**src/rtl/operand_loader8.sv**
```systemverilog
// operand_loader8: assembles two serial 8-bit operands into a parallel pair
// for a downstream 8-bit comparator, with abort, hold/acknowledge and
// back-to-back reloading.
module operand_loader8 #(
  parameter bit MSB_FIRST = 1'b1
) (
  input  logic       iClk,
  input  logic       iRst_n,
  input  logic       iStart,
  input  logic       iBitValid,
  input  logic       iSerial,
  input  logic       iAck,
  output logic [7:0] oData_a,
  output logic [7:0] oData_b,
  output logic       oValid,
  output logic       oBusy,
  output logic       oErr
);

  typedef enum logic [1:0] {
    IDLE   = 2'd0,
    LOAD_A = 2'd1,
    LOAD_B = 2'd2,
    HOLD   = 2'd3
  } stateT;

  stateT      state;
  stateT      nextState;
  logic [2:0] bitCnt;
  logic [2:0] nextCnt;
  logic [7:0] shiftA;
  logic [7:0] nextShA;
  logic [7:0] shiftB;
  logic [7:0] nextShB;
  logic [7:0] dataA;
  logic [7:0] nextDataA;
  logic [7:0] dataB;
  logic [7:0] nextDataB;
  logic       valid;
  logic       nextValid;
  logic       err;
  logic       nextErr;

  // Inserts one serial bit at the end selected by the bit order, so the
  // first bit received always finishes at bit 7 (MSB first) or bit 0.
  function automatic logic [7:0] shiftIn(input logic [7:0] cur, input logic b);
    if (MSB_FIRST) begin
      return {cur[6:0], b};
    end
    return {b, cur[7:1]};
  endfunction

  // Next-state and next-register decode; oErr defaults low so it only ever
  // pulses for the single cycle following an abort.
  always_comb begin
    nextState = state;
    nextCnt   = bitCnt;
    nextShA   = shiftA;
    nextShB   = shiftB;
    nextDataA = dataA;
    nextDataB = dataB;
    nextValid = valid;
    nextErr   = 1'b0;
    unique case (state)
      IDLE: begin
        if (iStart) begin
          nextState = LOAD_A;
          nextCnt   = 3'd0;
          nextShA   = 8'h00;
          nextShB   = 8'h00;
        end
      end
      LOAD_A: begin
        if (iStart) begin
          nextState = LOAD_A;
          nextCnt   = 3'd0;
          nextShA   = 8'h00;
          nextShB   = 8'h00;
          nextErr   = 1'b1;
        end else if (iBitValid) begin
          nextShA = shiftIn(shiftA, iSerial);
          nextCnt = bitCnt + 3'd1;
          if (bitCnt == 3'd7) begin
            nextState = LOAD_B;
          end
        end
      end
      LOAD_B: begin
        if (iStart) begin
          nextState = LOAD_A;
          nextCnt   = 3'd0;
          nextShA   = 8'h00;
          nextShB   = 8'h00;
          nextErr   = 1'b1;
        end else if (iBitValid) begin
          nextShB = shiftIn(shiftB, iSerial);
          nextCnt = bitCnt + 3'd1;
          if (bitCnt == 3'd7) begin
            nextDataA = shiftA;
            nextDataB = shiftIn(shiftB, iSerial);
            nextValid = 1'b1;
            nextState = HOLD;
          end
        end
      end
      HOLD: begin
        if (iAck) begin
          nextValid = 1'b0;
          if (iStart) begin
            nextState = LOAD_A;
            nextCnt   = 3'd0;
            nextShA   = 8'h00;
            nextShB   = 8'h00;
          end else begin
            nextState = IDLE;
          end
        end
      end
      default: begin
        nextState = IDLE;
      end
    endcase
  end

  // State and datapath registers, all cleared immediately by reset.
  always_ff @(posedge iClk or negedge iRst_n) begin
    if (!iRst_n) begin
      state  <= IDLE;
      bitCnt <= 3'd0;
      shiftA <= 8'h00;
      shiftB <= 8'h00;
      dataA  <= 8'h00;
      dataB  <= 8'h00;
      valid  <= 1'b0;
      err    <= 1'b0;
    end else begin
      state  <= nextState;
      bitCnt <= nextCnt;
      shiftA <= nextShA;
      shiftB <= nextShB;
      dataA  <= nextDataA;
      dataB  <= nextDataB;
      valid  <= nextValid;
      err    <= nextErr;
    end
  end

  assign oData_a = dataA;
  assign oData_b = dataB;
  assign oValid  = valid;
  assign oErr    = err;
  assign oBusy   = (state == LOAD_A) || (state == LOAD_B);

endmodule

```
**config.mk**
```make
export PLATFORM = sky130hd
export DESIGN_NAME = operand_loader8
export DESIGN_NICKNAME = d
export VERILOG_FILES = /design/src/rtl/operand_loader8.sv
export SDC_FILE = /design/constraint.sdc
export NUM_CORES = 1
export LEC_CHECK = 0
export ABC_AREA = 1
export CAP_MARGIN = 5
export CORE_ASPECT_RATIO = 1.5
export CORE_MARGIN = 3
export CORE_UTILIZATION = 40
export CTS_BUF_LIST = sky130_fd_sc_hd__clkbuf_4 sky130_fd_sc_hd__clkbuf_8 sky130_fd_sc_hd__clkbuf_16
export DETAILED_ROUTE_END_ITERATION = 10
export GPL_ROUTABILITY_DRIVEN = 0
export PLACE_DENSITY = 0.62
export SKIP_LAST_GASP = 1
export SLEW_MARGIN = 20
export SYNTH_ARGS = -nofsm -noshare
export SYNTH_HDL_FRONTEND = slang
export SYNTH_SLANG_ARGS = --single-unit
```
**constraint.sdc**
```tcl
create_clock -name iClk -period 2.2 [get_ports iClk]
set_input_delay 0.44 -clock iClk [delete_from_list [all_inputs] [get_ports iClk]]
set_output_delay 0.44 -clock iClk [all_outputs]
set_load 0.02 [all_outputs]
```
; After elaboration in Yosys (flattened, before gate mapping)
; Index checks and enable logic that the tools add are counted.
[word_totals]
ff_bits = 39
wordCells = 76
[op_classes]
n_addsub = 1
n_eq_ne = 14
mux = 40
bitwise = 1
reduce_logical = 12
[op_table]
columns = op, count
row1 = 2-to-1 mux 8 bit, 11
row2 = one-hot mux 8 bit (3 select lines), 2
row3 = 2-to-1 mux 2 bit, 8
row4 = 2-to-1 mux 1 bit, 12
row5 = 2-to-1 mux 3 bit, 4
row6 = != test 3 bit (second input constant), 4
row7 = != test 2 bit (second input constant), 5
row8 = one-hot mux 3 bit (3 select lines), 1
row9 = one-hot mux 2 bit (4 select lines), 1
row10 = AND reduction 2 bit, 3
row11 = AND reduction 6 bit, 1
row12 = OR reduction 2 bit, 3
row13 = AND reduction 5 bit, 1
row14 = equality test 2 bit (second input constant), 2
row15 = AND reduction 4 bit, 1
row16 = adder 3 x 1 -> 3 bit (second input constant), 1
row17 = equality test 3 bit (second input constant), 1
row18 = != test 3 x 1 -> 1 bit (second input constant), 1
row19 = equality test 2 x 1 -> 1 bit (second input constant), 1
row20 = logical NOT 2 bit, 1
row21 = one-hot mux 1 bit (2 select lines), 1
row22 = nonzero test 2 bit, 1
row23 = logical OR 1 bit, 1
row24 = NOT 1 bit, 1

; Longest topological paths before layout
; Gate-level depths: netlist of the first run.
[depth]
ltp_word = 7
ltp_mapped = 9

; Least setup slack after synthesis of the first run
; No wires, ideal clock.
[synth_timing]
path_type = reg-to-reg
start = register state[0]
end = register dataA[3], in the netlist oData_a[3]
arrival_ns = 1.286
t_required_ns = 2.082
slack_ns = 0.796
stages_incl_launch_ff = 9
n_path_buf = 1
period_less_slack_ns = 1.404
cell_sequence = dfrtp_1 -> inv_1 -> ha_1 -> inv_2 -> nor2_4 -> nand2_4 -> buf_6 -> nand2_1 -> o21ai_2
[synth_via]
elab_chain_cells = 2
[synth_rtl]
columns = item, line
row1 = "start, declared", 27  ; stateT state;
row2 = "start signal, assigned", 137  ; state <= nextState;
row3 = equality test 2 bit, 64  ; unique case (state)
row4 = AND reduction 4 bit (no source line), --
row5 = "end signal, assigned", 141  ; dataA <= nextDataA;
row6 = "end, declared", 35  ; logic [7:0] dataA;
; No other way between the ends.
; A chain may end at the register's enable or synchronous reset.

; Worst setup path after layout of the first run
[layout_timing]
start = register state[0]
end = output port oBusy
[layout_via]
elab_chain_cells = 2
word_cells_on_any_way = 3
classes_between = eq/ne (2) / reduce/logical (1)
[layout_rtl]
columns = item, line
row1 = equality test 2 x 1 -> 1 bit / equality test 2 bit (equally long branches), 152  ; assign oBusy = (state == LOAD_A) || (state == LOAD_B);
row2 = logical OR 1 bit *, 152
row3 = "end, declared", 16  ; output logic oBusy,
; Every way passes the cells marked *; elsewhere a longest branch is shown, timed or not.

==> results by group, run 1 <==
Drt
  • DRC Markers: 0
  • Drt pass-1 iters: 4
  • Avg WL per Cell: 11.6 um
  • Vias: 1264
  • Post-route ant nets: 0
  • Total wire length: 3.11 mm
  • Vias per std cell: 4.73
  • Iteration-0 DRC Markers: 46

Synth
  • Distinct cells, synth: 22
  • Post-synth EDFFs: 0
  • YS warnings: 0
  • Mapped Area: 1810 um2
  • Syn Inst Count: 193
  • Async set-reset flop share out of synthesis: 100%
  • Post-synth top area share: 52.7%
  • Cell taking the most area after synthesis: dfrtp_1
  • Sequential-to-total area share from yosys stat: 52.7%
  • Syn nets: 206
  • Top FF cell, synth: dfrtp_1
  • Ranking of synthesized cells by area: dfrtp_1 (53%), nand2_1 (15%), o21ai_2 (7.3%)
  • Flops & latches, synth: 38
  • Syn_area_per_cell: 9.35 um2
  • Commonest cells post-synth: nand2_1 (74), dfrtp_1 (38), inv_1 (17)
  • Most frequent cell after synthesis: nand2_1

Worst hold path
  • Hold Crit Class: input pin to async pin

Layout
  • # nets final: 234
  • Layout Area Growth over Synthesis: 18.4%
  • Share of cells above drive strength 1: 16.7%
  • Ant diodes: 0

Floorplanning
  • Starting density of the core: approximately 42%
  • Die area: approximately 5400 um2
  • Num ports: 25
  • Core Area: ~4300 um2
  • Row cnt: 29
  • Die height: 88.3 um
  • Die Wd: between 60 and 70 um

Global route
  • Vias in the first global route: roughly 1200
  • Initial antenna violation count: 0
  • Largest net degree at the start of global routing: 39
  • Gr ovfl total: 0
  • First-pass GRT wire length: about 5.3 mm
  • Total GRT Usage: a little over an eighth

Power and ir drop
  • Power Density: ~760 nW/um2
  • Peak supply drop: roughly 0.58 mV
  • Pleak: ~1.1 nW

Clock network
  • Clk root buf: clkbuf_8
  • Total CTS buffers: 5
  • Clock Tree Buf Depth: 2
  • CTS sink cnt: 38
  • TritonCTS clock tree: yes
  • Clk_lat worst skew: about 0.28 ns
  • CTS hold repair buffers: 0
  • Clock slew at reported path FFs: around 0.07 ns
  • # H-tree levels: 2

Flow run
  • MaxCap Viol Count: 0

Timing
  • Final setup fails: 0
  • Final critical-path setup slack: between 0.2 and 0.25 ns
  • Hold Slack: roughly 0.26 ns
  • Max Freq: a little over 500 MHz
  • Final hold vios: 0
  • Max-slew violations: 0
  • Unrepaired setup endpoints after global routing: no
  • Relative slew slack: a little over two fifths
  • Worst Tran Pin Value: between 0.8 and 0.9 ns
  • Final min period: 1.96 ns
  • Clock Skew: 0.00465 ns
  • Crit share post-route: between 80% and 90%
  • Setup_tns: 0 ns

Critical path
  • Startpoint Class: flip-flop
  • Worst setup path class: flip-flop to primary output
  • Cells on worst reg2reg path: 8
  • Critical Path RT: about 1.8 ns
  • Worst Path Max Fanout: 5
  • Critical Path Sink Type: primary output
  • Reg2reg setup slack: 0.53 ns
  • Crit path DAT: between 1.5 and 2 ns

Placed design
  • I/O Buffers: 24
  • Setup WS pre-CTS: 0.155 ns
  • DP HPWL: roughly 2.2 mm

Outcome
  • Status: completed
[per-layer routing]
layer,global-route usage [%],part of all wire (%),vias up
li1,-,-,655
met1,16.4,44,580
met2,21.7,51,24
met3,3.94,3.5,5
met4,5.92,1.9,0
met5,0,0,-
[sequential cells by signal (all words and copies together), names as in the netlist]
register  flops
oData_a       8
oErr          1
bitCnt        3
oData_b       8
oValid        1
shiftB        7
state         2
shiftA        8
[metrics by stage]
step                util (%)  instances  total power [mW]  instance area, um2
floorplan                  -        193              1.09                1810
global placement        48.1        260              1.21                2060
detailed placement      48.1        260              1.21                2060
CTS                     49.9        267              1.65                2140
global route            49.9        267              1.73                2140
finish                  49.9        267              1.62                2140
[path summary, 6_finish.rpt]
path,startpoint,endpoint
max,state[0]$_DFFE_PN0P_,oBusy
min,iRst_n,oData_b[6]$_DFFE_PN0P_
max reg2reg,state[0]$_DFFE_PN0P_,oValid$_DFFE_PN0P_
min reg2reg,shiftA[7]$_DFFE_PN0P_,oData_a[7]$_DFFE_PN0P_
max in group asynchronous,iRst_n,oData_a[0]$_DFFE_PN0P_
min in group iClk,shiftA[7]$_DFFE_PN0P_,oData_a[7]$_DFFE_PN0P_
[timing repair]
item | CTS | global route
buffers inserted | 0 | 0
endpoints found under the setup margin | 1 | 0
hold endpoints to repair | 0 | 0
gates resized for setup | 1 | 0
[cells in the final DEF (no fill, tap or decap), types with 2 or more instances in the layout]
cell and instances:
nand2_1 74, dfrtp_1 38, clkdlybuf4s50_1 22, inv_1 17
o21ai_2 15, o21ai_0 10, ha_1 7, nor2_1 6
clkbuf_8 5, nand2_4 3, nand2_2 3, nand3_1 3
nand4_1 2, o21bai_1 2, clkinv_2 2
[power breakdown]
group | switching, mW | leakage [nW] | internal [mW]
Combinational | 0.262 | 0.490 | 0.139
Clock | 0.227 | 0.0438 | 0.212
Sequential | 0.0354 | 0.524 | 0.746
Total | 0.524 | 1.06 | 1.10
[cell type report]
cell class	count	area [um2]
inverters	20	85.1
clock buffers	5	68.8
clock inverters	2	10.0
fillers	432	2140
flip-flops and latches	38	951
repair buffers	25	241
multi-input cells	131	724
well taps	46	57.6
[worst max-delay path: stages, from the launching register on]
cell and delay, ns:
dfrtp_1 0.42, inv_1 0.10, ha_1 0.37, dlygate4sd2_1 0.35
[logic make-up after synthesis]
| family | Yosys count | synth area share [%] |
|---|---|---|
| adders and majority gates | 7 | 4.85 |
| and+or+nand+nor | 95 | 23.4 |
| buffers and inverters | 24 | 7.21 |
| DFF | 38 | 52.7 |
| AOI/OAI and AO/OA | 29 | 11.9 |
No activity file was read; power rests on OpenSTA's default activity.
==> run 2, diff against run 1 <==
- PLACE_DENSITY: 0.62 -> default
- PLACE_DENSITY_LB_ADDON: default -> 0.2
==> run 2 against run 1 <==
Against the previous run:
- clock-buffer cell count stayed put
- register-to-register slack better by 0.05 ns
- clock skew rose by 0.0024 ns
- combinational power shrank 1%
- cell count increased by 0.75%
- die area stayed put
- non-clock buffer count grew 1
- clock power is 60% higher
- sequential power is essentially flat
==> results by group, run 2 (synthesized netlist as in run 1, its figures left out) <==
Placed design
  • Cell area after placement: 2070 um2 (+0.36%)
  • DP HPWL: 2.26 mm (+2.5%)
  • Post-Place Cells: 261 (+0.38%)
  • I/O Buffers: 24 (unchanged)
  • Setup WS pre-CTS: 0.282 ns (+0.126 ns)

Timing
  • Unrepaired setup endpoints after global routing: no
  • Relative slew slack: 44.6% (+0.73 points)
  • Max-slew violations: 0 (unchanged)
  • Final setup fails: 0 (unchanged)
  • Crit share post-route: 87.6% (-1.5 points)
  • Setup_tns: 0 ns (unchanged)
  • Final min period: 1.93 ns (-0.0338 ns)
  • Final hold vios: 0 (unchanged)
  • Final critical-path setup slack: 0.272 ns (+0.0338 ns)
  • Max Freq: 519 MHz (+1.8%)
  • Worst Tran Pin Value: 0.831 ns (-0.0109 ns)
  • Clock Skew: 0.00707 ns (+0.00242 ns)

Global route
  • Initial antenna violation count: 0 (unchanged)
  • Largest net degree at the start of global routing: 39 (unchanged)
  • Vias in the first global route: 1250 (+4.3%)
  • Met3 Use GR: 3.65% (-0.29 points)
  • Met1 usage: 16.5% (+0.11 points)
  • Gr ovfl total: 0 (unchanged)
  • Total GRT Usage: 13.8% (+0.39 points)
  • First-pass GRT wire length: 5.50 mm (+3.0%)
  • Global Route met2 Usage: 23.1% (+1.4 points)
  • Most Used Layer, Global Route: met2

Power and ir drop
  • Power Density: 853 nW/um2 (+12%)
  • Register share of total power: 41.6% (-6.6 points)
  • Peak supply drop: 0.542 mV (-6.8%)
  • Design internal power: 1.34 mW (+22%)
  • Sw frac: 28.8% (-3.5 points)
  • Clock share of power: 37.3% (+10 points)
  • Share of power burned in combinational logic: 21.1% (-3.6 points)
  • Sw Pwr: 0.541 mW (+3.2%)
  • Pleak: 1.09 nW (+2.8%)

Clock network
  • Clk_lat worst skew: 0.29 ns (about the same)
  • Clock slew at reported path FFs: 0.07 ns (about the same)
  • CTS hold repair buffers: 0 (unchanged)
  • TritonCTS clock tree: yes
  • Total CTS buffers: 5 (unchanged)
  • Clk root buf: clkbuf_8
  • CTS sink cnt: 38 (unchanged)
  • Clock Tree Buf Depth: 2 (unchanged)
  • # resized after CTS: 1 (unchanged)
  • # H-tree levels: 2 (unchanged)
  • Post CTS Setup Buffer Count: 0 (unchanged)

Layout
  • Final core occ: 51.5% (+1.5 points)
  • # nets final: 235 (+0.43%)
  • Layout Area Growth over Synthesis: 22.1%
  • Commonest non-fill, non-tap cell in the layout: nand2_1
  • Register area: 951 um2 (unchanged)
  • Final Non-Filler Cells: 269 (+0.75%)
  • Share of cells above drive strength 1: 17.5% (+0.75 points)
  • Multi-input logic area: 724 um2 (unchanged)
  • Design Area, Final: 2200 um2 (+3.1%)
  • Fillers: 415 (-3.9%)
  • Most frequent cells in the layout: nand2_1 (74), dfrtp_1 (38), clkdlybuf4s50_1 (22), inv_1 (17), o21ai_2 (15)
  • Ant diodes: 0 (unchanged)

Critical path
  • Slowest stage delay, CP: 0.41 ns (about the same)
  • Startpoint Class: flip-flop
  • Critical Path RT: 1.76 ns (about the same)
  • Crit path cell chain: inv_1 > ha_1 > dlygate4sd2_1
  • Worst setup path class: flip-flop to primary output
  • Critical Path Sink Type: primary output
  • Worst Path Max Fanout: 5 (unchanged)
  • Worst path bufs/invs: 2 (unchanged)
  • Cell family with most CP delay: buffers and inverters
  • Crit path DAT: 1.49 ns (-0.03 ns)
  • Slowest-stage cell, CP: dfrtp_1

Floorplanning
  • Die Wd: 60.9 um (unchanged)
  • Row cnt: 29 (unchanged)
  • Num ports: 25 (unchanged)
  • Starting density of the core: 42.2% (unchanged)
  • Die height: 88.3 um (unchanged)
  • Die area: 5370 um2 (unchanged)
  • Core Area: 4280 um2 (unchanged)

Drt
  • Avg WL per Cell: 11.7 um (+0.82%)
  • DRC Markers: 0 (unchanged)
  • Vias: 1292 (+2.2%)
  • Post-route ant nets: 0 (unchanged)
  • Vias per std cell: 4.80 (+1.5%)
  • Total wire length: 3.16 mm (+1.6%)
  • Drt pass-1 iters: 4 (unchanged)
  • Iteration-0 DRC Markers: 38 (-17%)

Flow run
  • MaxCap Viol Count: 0 (unchanged)

Outcome
  • Status: completed

Worst hold path
  • Hold Crit Class: input pin to async pin
==> run 2: power by group through the flow <==
stage / Combinational (mW) / Sequential (mW) / Clock [mW]
after floorplan: 0.288 / 0.800 / 0
after global placement: 0.413 / 0.795 / 0
after CTS: 0.406 / 0.782 / 0.720
final: 0.397 / 0.782 / 0.702
after global routing: 0.453 / 0.789 / 0.749
after detailed placement: 0.414 / 0.796 / 0
==> run 2: cell type report <==
class | instances | area share [%]
Sequential cell | 38 | 43.1
Multi-Input combinational cell | 131 | 32.9
Timing Repair Buffer | 26 | 11.3
Inverter | 20 | 3.86
Clock buffer | 5 | 3.12
Clock inverter | 3 | 3.12
Tap cell | 46 | 2.61
==> run 2: final timing paths <==
kind | start | to | slack, ns | cells after the start
worst max-delay path | state[0]$_DFFE_PN0P_ | oBusy | 0.27 | 3
worst min-delay path | iRst_n | oData_a[4]$_DFFE_PN0P_ | 0.25 | 1
worst max register to register | state[0]$_DFFE_PN0P_ | oValid$_DFFE_PN0P_ | 0.58 | 8
worst min register to register | bitCnt[1]$_DFFE_PN0P_ | bitCnt[1]$_DFFE_PN0P_ | 0.48 | 2
max in group asynchronous | iRst_n | oData_a[0]$_DFFE_PN0P_ | 1.43 | 1
min in group iClk | bitCnt[1]$_DFFE_PN0P_ | bitCnt[1]$_DFFE_PN0P_ | 0.48 | 2
==> run 2: layer usage <==
metal / part of all wire (%) / wire length, um
met2: 50 / 1570
met4: 1.9 / 61
met1: 44 / 1400
met5: 0 / 0
met3: 3.9 / 124
==> run 2: through the flow <==
step / hold slack (ns) / power, mW
2_1_floorplan: 0.144 / 1.09
3_3_place_gp: 0.462 / 1.21
3_5_place_dp: 0.469 / 1.21
4_1_cts: 0.279 / 1.91
5_1_grt: 0.301 / 1.99
6_report: 0.248 / 1.88
==> run 3, diff against run 2 <==
- CTS_CLUSTER_SIZE: default -> 14
==> results of run 3 <==
Same layout as run 2: the final DEF is identical, and so are final timing and power.
